## config.mk

```make
export PLATFORM = sky130hd
export DESIGN_NAME = sha512_compression
export DESIGN_NICKNAME = d
export VERILOG_FILES = /design/src/rtl/sha512_compression.sv
export SDC_FILE = /design/constraint.sdc
export NUM_CORES = 2
export LEC_CHECK = 0
export ABC_AREA = 1
export BUFFER_PORTS_ARGS = -buffer_cell sky130_fd_sc_hd__buf_2
export CORE_AREA = 2 2 454 456
export CTS_BUF_LIST = sky130_fd_sc_hd__clkbuf_8
export DETAILED_ROUTE_END_ITERATION = 10
export DIE_AREA = 0 0 456 458
export GPL_TIMING_DRIVEN = 0
export PLACE_DENSITY_LB_ADDON = 0.25
export SLEW_MARGIN = 20
export SYNTH_ARGS = -nofsm -noshare
export SYNTH_HDL_FRONTEND = slang
export SYNTH_SLANG_ARGS = --single-unit
```

## constraint.sdc

```tcl
create_clock -name clk -period 26.3 [get_ports clk]
set_input_delay 6.575 -clock clk [delete_from_list [all_inputs] [get_ports clk]]
set_output_delay 6.575 -clock clk [all_outputs]
set_load 0.03 [all_outputs]
```

## src/rtl/sha512_compression.sv

```systemverilog
// Iterative SHA-512 compression core: load a..h, then one round per clock for ROUNDS rounds.
// Optional macro SHA512_FEEDFORWARD_EN adds the initial values back in on the final round.
module sha512_compression #(
   parameter int ROUNDS = 80
) (
   input  logic        clk,
   input  logic        sha512_reset,
   input  logic [63:0] wi,
   input  logic [63:0] ki,
   input  logic [63:0] ai,
   input  logic [63:0] bi,
   input  logic [63:0] ci,
   input  logic [63:0] di,
   input  logic [63:0] ei,
   input  logic [63:0] fi,
   input  logic [63:0] gi,
   input  logic [63:0] hi,
   output logic [63:0] oa,
   output logic [63:0] ob,
   output logic [63:0] oc,
   output logic [63:0] od,
   output logic [63:0] oe,
   output logic [63:0] of,
   output logic [63:0] og,
   output logic [63:0] oh,
   output logic        sha512_done
);

   typedef enum logic [1:0] {
      ST_LOAD  = 2'd0,
      ST_ROUND = 2'd1,
      ST_DONE  = 2'd2
   } state_t;

   localparam logic [6:0] LAST_ROUND = 7'(ROUNDS - 1);

   state_t      state_q;
   logic [6:0]  t_q;
   logic        done_q;
   logic [63:0] v_q   [8];
   logic [63:0] init_v[8];
   logic [63:0] rnd_d [8];
   logic [63:0] fin_d [8];
   logic [63:0] s1, ch, t1, s0, maj, t2;

`ifdef SHA512_FEEDFORWARD_EN
   logic [63:0] sh_q[8];
`endif

   always_comb begin
      init_v[0] = ai;
      init_v[1] = bi;
      init_v[2] = ci;
      init_v[3] = di;
      init_v[4] = ei;
      init_v[5] = fi;
      init_v[6] = gi;
      init_v[7] = hi;
   end

   // Index 0..7 of v_q holds a..h.
   always_comb begin
      s1  = {v_q[4][13:0], v_q[4][63:14]} ^ {v_q[4][17:0], v_q[4][63:18]}
          ^ {v_q[4][40:0], v_q[4][63:41]};
      ch  = (v_q[4] & v_q[5]) ^ (~v_q[4] & v_q[6]);
      t1  = v_q[7] + s1 + ch + ki + wi;
      s0  = {v_q[0][27:0], v_q[0][63:28]} ^ {v_q[0][33:0], v_q[0][63:34]}
          ^ {v_q[0][38:0], v_q[0][63:39]};
      maj = (v_q[0] & v_q[1]) ^ (v_q[0] & v_q[2]) ^ (v_q[1] & v_q[2]);
      t2  = s0 + maj;
      rnd_d[0] = t1 + t2;
      rnd_d[1] = v_q[0];
      rnd_d[2] = v_q[1];
      rnd_d[3] = v_q[2];
      rnd_d[4] = v_q[3] + t1;
      rnd_d[5] = v_q[4];
      rnd_d[6] = v_q[5];
      rnd_d[7] = v_q[6];
      for (int i = 0; i < 8; i++) begin
`ifdef SHA512_FEEDFORWARD_EN
         fin_d[i] = rnd_d[i] + sh_q[i];
`else
         fin_d[i] = rnd_d[i];
`endif
      end
   end

   always_ff @(posedge clk or posedge sha512_reset) begin
      if (sha512_reset) begin
         state_q <= ST_LOAD;
         t_q     <= 7'd0;
         done_q  <= 1'b0;
         for (int i = 0; i < 8; i++) begin
            v_q[i] <= 64'd0;
`ifdef SHA512_FEEDFORWARD_EN
            sh_q[i] <= 64'd0;
`endif
         end
      end else begin
         case (state_q)
            ST_LOAD: begin
               for (int i = 0; i < 8; i++) begin
                  v_q[i] <= init_v[i];
`ifdef SHA512_FEEDFORWARD_EN
                  sh_q[i] <= init_v[i];
`endif
               end
               t_q     <= 7'd0;
               state_q <= ST_ROUND;
            end
            ST_ROUND: begin
               t_q <= t_q + 7'd1;
               if (t_q == LAST_ROUND) begin
                  for (int i = 0; i < 8; i++) v_q[i] <= fin_d[i];
                  done_q  <= 1'b1;
                  state_q <= ST_DONE;
               end else begin
                  for (int i = 0; i < 8; i++) v_q[i] <= rnd_d[i];
               end
            end
            ST_DONE: begin
               // Hold everything; only reset leaves this state.
               done_q <= 1'b1;
            end
            default: state_q <= ST_LOAD;
         endcase
      end
   end

   assign oa          = v_q[0];
   assign ob          = v_q[1];
   assign oc          = v_q[2];
   assign od          = v_q[3];
   assign oe          = v_q[4];
   assign of          = v_q[5];
   assign og          = v_q[6];
   assign oh          = v_q[7];
   assign sha512_done = done_q;

endmodule

```

==> results.yml <==
critical_path:
  start_kind: "input port"
  cp.arrival_ns: 14.51
  critPathTopFamily: "adder cells"
  critPathMaxStageDelay_ns: 0.95
  cp_slowest_cell: "xor2_1"
  critPathBufInv: 11
  path_max_fanout: 6
  critical_path_required_ns: 27.09
  worstSetupEndpointType: "register"
  cpMostUsedCell: "inv_1"
  setup.worst_path.class: "input port to register"
finish:
  fin_nets: 9069
  fillers: 22900
  layout_common_cells: "nand2_1 (1870), inv_1 (1178), buf_2 (1173)"
  final-seq-area_sq_um: 13100
  multiInputGateArea_sq_um: 29100
  final_common_cell: "nand2_1"
  drive_above_1_share_pct: 19.0
  instances_no_fill: 10800
  area_growth_pct: 25.7
grt:
  grt_pass1_vias: 53700
  grt_max_degree: 90
  grt_pass1_wl_mm: 472
  antenna_found_initial: 59
  grt_util_all_layers_pct: 33.7
  overflow: 0
clocking:
  cts_tree: "done"
  htree_levels: 3
  clk_pin_slew_ns: 0.07
  cts_hold_buf: 0
  cts_sinks: 522
  clock_latency_ns: 0.95
  cts_inserted_buffers: 108
  post_cts_resized: 0
  root_buffer: "clkbuf_8"
  postCtsSetupRepairBufs: 0
  clock_path_buffers: 3
logic_synthesis:
  yosys.area_share.simple_pct: 23.9
  ys_ff_latch: 522
  muxShareOfSynthArea_pct: 0.631
  synth_compound_area_share_pct: 14.9
  synth_top_family_by_area: "simple AND/OR/NAND/NOR gates"
  synthAdderAreaFrac_pct: 15.7
  synth_cells: 6700
  synth_seq_area_share_pct: 27.4
  syn-num-nets: 7785
  synth_xor_area_share_pct: 6.03
  yosysUniqueCellTypes: 59
  synth_area_sq_um: 47600
  yosysWarnings: 0
  syn_avg_cell_area_sq_um: 7.10
die:
  die_area_sq_um: 209000
  io-pin-count: 1155
  die_height_microns: 458
  rows: 166
  core_sq_um: 204000
  die_width_microns: 456
  start_util_pct: 23.4
min_path:
  hp-class: "register to register"
route:
  drt-initial-drc-count: 4887
  num_vias: 53800
  ant_nets: 0
  dr.pass1.iters: 6
  wl_per_cell_microns: 33.6
  routed_wl_mm: 363
  avgViaCountPerCell: 4.98
  drc: 0
placed_design:
  io_buffers: 1154
  placed_cells: 10600
  dp_hpwl_mm: 316
  gp_congestion: 1.01
timing:
  hold_violations: 0
  tightest_slew_ns: 1.30
  fin_skew_ns: 0.0743
  slew_violations: 0
  tns_ns: 0
  slew_headroom_pct: 13.4
  grt_setup_unrepaired: "false"
  fin_crit_ns: 13.72
  finalCritPeriodShare_pct: 52.2
  fmax_mhz: 72.9
  setup_viol: 0
flow_run:
  timing.max_cap.violations: 0
run_status:
  status: "complete, no violations"
-- metrics by stage --
step           worst slack (ns)  instance area, sq um  util, %  hold slack (ns)
6_report                  12.58                 59800     29.4            0.484
3_3_place_gp              -3.62                 56700     27.8            0.452
5_1_grt                   12.46                 59800     29.3            0.510
3_5_place_dp              11.85                 57300     28.1            0.467
4_1_cts                   12.84                 59800     29.3            0.482
2_1_floorplan              5.14                 47600        -            0.456
-- synth_stat cells, drive strengths merged --
cell type / number / area share, %
a21o: 17 / 0.27
nor2: 440 / 3.6
a31oi: 25 / 0.33
xnor2: 155 / 2.9
buf: 23 / 0.24
or2: 3 / 0.039
mux2i: 30 / 0.63
o21a: 6 / 0.095
nor4: 15 / 0.25
o31ai: 2 / 0.053
a21boi: 12 / 0.21
inv: 1165 / 9.2
a211oi: 4 / 0.063
xor2: 169 / 3.2
and3: 6 / 0.079
o21bai: 33 / 0.63
o21ai: 354 / 3.8
a221oi: 4 / 0.074
maj3: 1 / 0.021
nand3: 342 / 3.7
a22oi: 134 / 2.1
fa: 253 / 11
nor3: 35 / 0.43
nand2: 1900 / 15
dfrtp: 522 / 27
a31o: 2 / 0.037
o311ai: 1 / 0.018
a21oi: 320 / 3.4
nand4: 35 / 0.47
clkbuf: 256 / 2.0
nand3b: 9 / 0.14
o211ai: 235 / 3.7
a22o: 1 / 0.018
o2111ai: 1 / 0.018
ha: 190 / 5.0
-- logic make-up after synthesis --
family / after synthesis
fa+ha+maj: 444
buf+inv: 1444
xor+xnor: 324
flops: 522
simple gates: 2785
compound gates: 1151
mux: 30
-- layout make-up --
cell class,instances,area share [%]
diodes,34,0.142
inverters,1165,7.32
multi-input cells,4734,48.6
repair buffers,1174,10.5
clock inverters,68,0.995
clock buffers,134,3.08
well taps,2688,5.62
flip-flops and latches,522,21.8
plain buffers,279,1.90
-- path summary, 6_finish.rpt --
check,startpoint,end,slack (ns),depth (start not counted)
min in group asynchronous,sha512_reset,og[12],5.57,2
hold / removal,sha512_done,sha512_done,0.48,1
setup / recovery,wi[28],oa[60],12.58,33
hold reg to reg,sha512_done,sha512_done,0.48,1
setup reg to reg,oe[58],oa[60],17.19,30
max in group asynchronous,sha512_reset,ob[47],18.88,5
-- per-layer routing --
metal,wire length (microns),GRT usage (%),vias to the layer above
met2,179000,59.2,2545
li1,-,-,23800
met5,78,0,-
met3,19300,4.55,683
met1,136000,37.9,26700
met4,28400,23.0,12
-- state kept, by name, indices dropped and copies added, names as in the netlist --
name,cells
oh,64
t_q,7
oa,64
sha512_done,1
od,64
og,64
oe,64
oc,64
state_q,2
of,64
ob,64
Power is not shown: default switching activity piles up to over one toggle a cycle in this logic, so the estimate is an artifact.
